[config.mk]
export PLATFORM = sky130hd
export DESIGN_NAME = interrupt_request_controller
export DESIGN_NICKNAME = d
export VERILOG_FILES = /design/src/rtl/interrupt_request_controller.sv
export SDC_FILE = /design/constraint.sdc
export NUM_CORES = 1
export LEC_CHECK = 0
export CAP_MARGIN = 20
export CELL_PAD_IN_SITES_DETAIL_PLACEMENT = 1
export CELL_PAD_IN_SITES_GLOBAL_PLACEMENT = 1
export CORE_AREA = 5 5 56 58
export CTS_BUF_LIST = sky130_fd_sc_hd__clkbuf_2 sky130_fd_sc_hd__clkbuf_4 sky130_fd_sc_hd__clkbuf_8
export CTS_CLUSTER_SIZE = 25
export DETAILED_ROUTE_END_ITERATION = 16
export DIE_AREA = 0 0 61 63
export PLACE_DENSITY = 0.89
export SETUP_SLACK_MARGIN = 0.5
export SYNTH_ARGS = -nofsm -noshare
export SYNTH_HDL_FRONTEND = slang
export SYNTH_SLANG_ARGS = --single-unit
export TNS_END_PERCENT = 20
[constraint.sdc]
create_clock -name clk -period 3.2 [get_ports clk]
set_input_delay 0.48 -clock clk [delete_from_list [all_inputs] [get_ports clk]]
set_output_delay 0.48 -clock clk [all_outputs]
set_load 0.01 [all_outputs]
[src/rtl/interrupt_request_controller.sv]
`default_nettype none
// ============================================================================
// Module      : interrupt_request_controller
// Description : Initiator side of the processor interrupt interface. External
//               IRQ lines are edge-detected into pending bits and filtered by
//               a software mask. The lowest-index eligible line wins. The block
//               sends a one-cycle 'interrupt' pulse to jump control and then
//               blocks further interrupts until RET is decoded.
// Ports       : clk        - system clock, rising edge
//               reset      - asynchronous, active-low; clears all state
//               irq_in     - request lines (level, synchronous to clk)
//               mask_we    - mask register write enable
//               mask_wdata - new mask value (1 blocks the line)
//               ins        - decode-stage instruction (RET: ins[19:15]=10000)
//               pc_mux_sel - control transfer taken this cycle
//               interrupt  - one-cycle request pulse to jump control
//               int_id     - index of the line being / last serviced
//               in_service - high from the pulse until RET retires the ISR
//               pending    - latched request bits
//               irq_mask   - current mask register
// Revision    : 1.0 - initial release
// ============================================================================
module interrupt_request_controller #(
   parameter int NUM_IRQ = 4,
   parameter int ID_W    = 2
) (
   input  logic               clk,
   input  logic               reset,
   input  logic [NUM_IRQ-1:0] irq_in,
   input  logic               mask_we,
   input  logic [NUM_IRQ-1:0] mask_wdata,
   input  logic [19:0]        ins,
   input  logic               pc_mux_sel,
   output logic               interrupt,
   output logic [ID_W-1:0]    int_id,
   output logic               in_service,
   output logic [NUM_IRQ-1:0] pending,
   output logic [NUM_IRQ-1:0] irq_mask
);

   localparam logic [1:0] S_IDLE    = 2'd0;
   localparam logic [1:0] S_FIRE    = 2'd1;
   localparam logic [1:0] S_SERVICE = 2'd2;

   localparam logic [4:0] RET_OPCODE = 5'b10000;

   logic [1:0]         state_q,      state_d;
   logic [NUM_IRQ-1:0] irq_prev_q;
   logic [NUM_IRQ-1:0] pending_q,    pending_d;
   logic [NUM_IRQ-1:0] irq_mask_q,   irq_mask_d;
   logic [ID_W-1:0]    int_id_q,     int_id_d;
   logic               interrupt_q,  interrupt_d;
   logic               in_service_q, in_service_d;

   logic [NUM_IRQ-1:0] rise;
   logic [NUM_IRQ-1:0] elig;
   logic [NUM_IRQ-1:0] winner_oh;
   logic [ID_W-1:0]    winner_id;
   logic               ret_seen;
   logic               fire;
   logic               ins_unused;

   // Only the opcode field of the decode-stage instruction matters here.
   assign ins_unused = ^ins[14:0];

   assign rise     = irq_in & ~irq_prev_q;
   assign elig     = pending_q & ~irq_mask_q;
   assign ret_seen = (ins[19:15] == RET_OPCODE);

   // Walk from the top index down so the lowest set index is what remains.
   always_comb begin
      winner_id = '0;
      winner_oh = '0;
      for (int i = NUM_IRQ - 1; i >= 0; i--) begin
         if (elig[i]) begin
            winner_id    = ID_W'(i);
            winner_oh    = '0;
            winner_oh[i] = 1'b1;
         end
      end
   end

   // A taken control transfer or a RET in decode defers the request so jump
   // control never captures a mid-transfer PC.
   assign fire = (state_q == S_IDLE) && (|elig) && !pc_mux_sel && !ret_seen;

   always_comb begin
      state_d      = state_q;
      int_id_d     = int_id_q;
      interrupt_d  = interrupt_q;
      in_service_d = in_service_q;
      irq_mask_d   = mask_we ? mask_wdata : irq_mask_q;

      // A rise on the winner in its ack cycle must survive, so set wins.
      pending_d = (pending_q & ~(fire ? winner_oh : '0)) | rise;

      case (state_q)
         S_IDLE: begin
            if (fire) begin
               state_d     = S_FIRE;
               int_id_d    = winner_id;
               interrupt_d = 1'b1;
            end
         end
         S_FIRE: begin
            state_d      = S_SERVICE;
            interrupt_d  = 1'b0;
            in_service_d = 1'b1;
         end
         S_SERVICE: begin
            if (ret_seen) begin
               state_d      = S_IDLE;
               in_service_d = 1'b0;
            end
         end
         default: begin
            state_d      = S_IDLE;
            interrupt_d  = 1'b0;
            in_service_d = 1'b0;
         end
      endcase
   end

   always_ff @(posedge clk or negedge reset) begin
      if (!reset) begin
         state_q      <= S_IDLE;
         irq_prev_q   <= '0;
         pending_q    <= '0;
         irq_mask_q   <= '1;
         int_id_q     <= '0;
         interrupt_q  <= 1'b0;
         in_service_q <= 1'b0;
      end else begin
         state_q      <= state_d;
         irq_prev_q   <= irq_in;
         pending_q    <= pending_d;
         irq_mask_q   <= irq_mask_d;
         int_id_q     <= int_id_d;
         interrupt_q  <= interrupt_d;
         in_service_q <= in_service_d;
      end
   end

   assign interrupt  = interrupt_q;
   assign int_id     = int_id_q;
   assign in_service = in_service_q;
   assign pending    = pending_q;
   assign irq_mask   = irq_mask_q;

endmodule
`default_nettype wire

==> impl_metrics.csv <==
group,metric,value,unit
synthesis,synthCells,57,
die,ioPinCount,44,
setup_path,cp_max_fo,6,
cts,cts_resized,0,
synthesis,synth_ff_type,"dfrtp_1",
synthesis,syn_avg_cell_area,12.8,um2
synthesis,yosysTopAreaCellShare,0.482,
drt,postRouteAntennaNets,0,
drt,drc_errors,0,
die,rows,19,
die,die_x,61,um
setup_path,critPathLaunchType,"input pin",
cts,cts_buffer_depth,2,
finish,final_area,1080,um2
die,die_area,3840,um2
setup_path,rrSetupSlack,1.66,ns
synthesis,synthMuxAreaShare,0.0671,
timing,setup_viol,0,
synthesis,yosysSeqAreaShare,0.627,
setup_path,cp.arrival,2.11,ns
grt,antenna_found_initial,0,
cts,clock_sinks,18,
finish,drive_gt1_frac,0.169,
cts,numCtsBuffers,3,
timing,period_needed,1.93,ns
synthesis,synth_edf_count,0,
finish,nets,122,
setup_path,regToRegEndpoint,"int_id[0]",
finish,seq_area,455,um2
place,gp_congestion,0.732,
place,hpwl,1450,um
finish,fillers,298,
place,port_buffers,28,
cts,cts_tree,"yes",
synthesis,synthesis.area,727,um2
status,status,"completed",
setup_path,critical_path_required,3.38,ns
synthesis,synth_xor_area_frac,0,
timing,fin_skew,0.000988,ns
timing,finalMaxSlewViolations,0,
timing,period_share,0.603,
grt,grt_pass1_wl,2910,um
drt,vias_per_cell,4.75,
drt,drt_iter0_markers,8,
synthesis,synthTopCellsByArea,"dfrtp_1, dfstp_2, mux2_2",
synthesis,async_flop_share,1.00,
worst_hold_path,hp-start,"irq_prev_q[0]",
setup_path,cpPeakStageDelay,0.57,ns
timing,setup-tns-final,0,ns
worst_hold_path,hp-class,"reg2reg",
timing,worst-slew-pin-transition,0.798,ns
drt,dr_total_vias,570,
cts,htreeDepth,1,
die,core_area,2620,um2
cts,postCtsSetupBuffers,0,
cts,cts_root_buf,"clkbuf_4",
worst_hold_path,min_to,"pending[0]",
finish,multiInputGateArea,249,um2
grt,first_global_vias,681,
timing,rsz0062_at_grt,"false",
synthesis,synth_nets,89,
power,p_leak,0.000439,uW
synthesis,synth_seq_cells,18,
grt,track_usage,0.102,
job,maxCapViolCount,0,
synthesis,synth_top_cell_by_area,"dfrtp_1",
setup_path,cp_cell_sequence,"clkdlybuf4s50_1 > or4b_4 > o21ai_4 > a31oi_4 > mux2_4",
worst_hold_path,worstHoldPathCells,1,
timing,fmax,0.518,GHz
synthesis,synth.distinct_cells,22,
finish,antenna_cells,0,
power,powerDensity,675,nW/um2
drt,firstDrtPassIters,2,
synthesis,ys_warn_count,0,
timing,maxSlewHeadroom,0.466,
synthesis,yosys.area_share.simple,0.0826,
timing,fin_hold_ws,0.419,ns
place,place_area,1050,um2
die,die_h,63,um
grt,grt_max_degree,19,
drt,wl,1780,um
setup_path,end_kind,"flip-flop",
finish,areaGrowthSynthToFinish,48.9,%
synthesis,synth_top_family_by_area,"compound AO/OA/AOI/OAI gates",
drt,avgRoutedWirePerCell,14.9,um
power,ir_drop,0.275,mV
timing,finalHoldViolCount,0,
synthesis,synth_compound_area_frac,0.193,
cts,clkTransAtPathRegs,0.10,ns
setup_path,r2r_start,"state_q[0]",
setup_path,r2r_cells,4,
setup_path,slowest_stage,"or4b_4",
setup_path,path_class,"in2reg",
synthesis,synthAdderAreaFrac,0,
cts,clk_latency,0.28,ns
finish,final_core_util,0.414,
die,start_util,0.278,
setup_path,critPathLaunch,"ins[15]",
grt,overflow,0,
cts,ctsHoldBuffers,0,
power,total_power,730,uW
==> area by class of cell <==
type,count,area share
clock buffers,4,0.0335
inverters,6,0.0208
well taps,31,0.0358
multi-input cells,33,0.230
repair buffers,28,0.259
flip-flops and latches,18,0.421
==> cells by family (layout without fill, tap and decap cells) <==
group | after synthesis | after routing
muxes | 4 | 4
and+or+nand+nor | 11 | 11
AOI/OAI and AO/OA | 18 | 18
DFF | 18 | 18
buffers and inverters | 6 | 38
==> cells in the mapped netlist, drive strengths merged, types with 2 or more instances <==
master / instances
dfrtp: 14
o21ai: 9
inv: 6
dfstp: 4
mux2: 4
nand2: 3
nor2: 3
a31oi: 2
nor2b: 2
o41ai: 2
==> through the flow <==
stage / worst slack (ns) / instances
after global placement: 0.992 / 116
after CTS: 1.27 / 120
final: 1.27 / 120
after floorplan: 1.47 / 57
after global routing: 1.26 / 120
after detailed placement: 0.955 / 116
==> worst max path at each step <==
| stage | endpoint | slack (ns) | cells past startpoint |
|---|---|---|---|
| after floorplan | int_id[0] | 1.47 | 4 |
| after global placement | int_id[0] | 0.99 | 5 |
| after detailed placement | int_id[0] | 0.96 | 5 |
| after CTS | int_id[0] | 1.27 | 5 |
| after global routing | int_id[0] | 1.26 | 5 |
| final | int_id[0] | 1.27 | 5 |
==> worst max-delay path, delay by kind of cell <==
| family | cells | cell delay (ns) |
|---|---|---|
| AOI/OAI and AO/OA | 2 | 0.34 |
| and+or+nand+nor | 1 | 0.57 |
| buffers and inverters | 1 | 0.40 |
| muxes | 1 | 0.31 |
==> per-layer routing <==
layer	track usage	wire length, um	vias up
li1	-	-	269
met1	0.111	706	281
met2	0.180	931	20
met3	0.0227	146	0
met4	0.0434	0	0
met5	0	0	-
==> flip-flops by register name, summed over array words and instances, names as in the netlist <==
register    cells
irq_mask        4
int_id          2
irq_prev_q      4
in_service      1
pending         4
state_q         2
interrupt       1
==> report_power, final <==
part / total, uW / leakage, uW / switching, uW / internal [uW]
Sequential: 329 / 0.000199 / 41.1 / 288
Combinational: 266 / 0.000219 / 113 / 152
Clock: 136 / 0.0000210 / 66.3 / 69.2
==> cell usage in the layout (no fill, tap or decap), types with 2 or more instances in the layout <==
master / netlist / layout
clkdlybuf4s50_1: 0 / 28
dfrtp_1: 14 / 14
inv_1: 6 / 6
o21ai_1: 5 / 5
dfstp_2: 4 / 4
nand2_1: 3 / 3
mux2_2: 3 / 3
o21ai_0: 3 / 3
nor2_1: 3 / 3
clkbuf_4: 0 / 3
nor2b_1: 2 / 2
o41ai_1: 2 / 2
No activity file was read; power rests on OpenSTA's default activity.
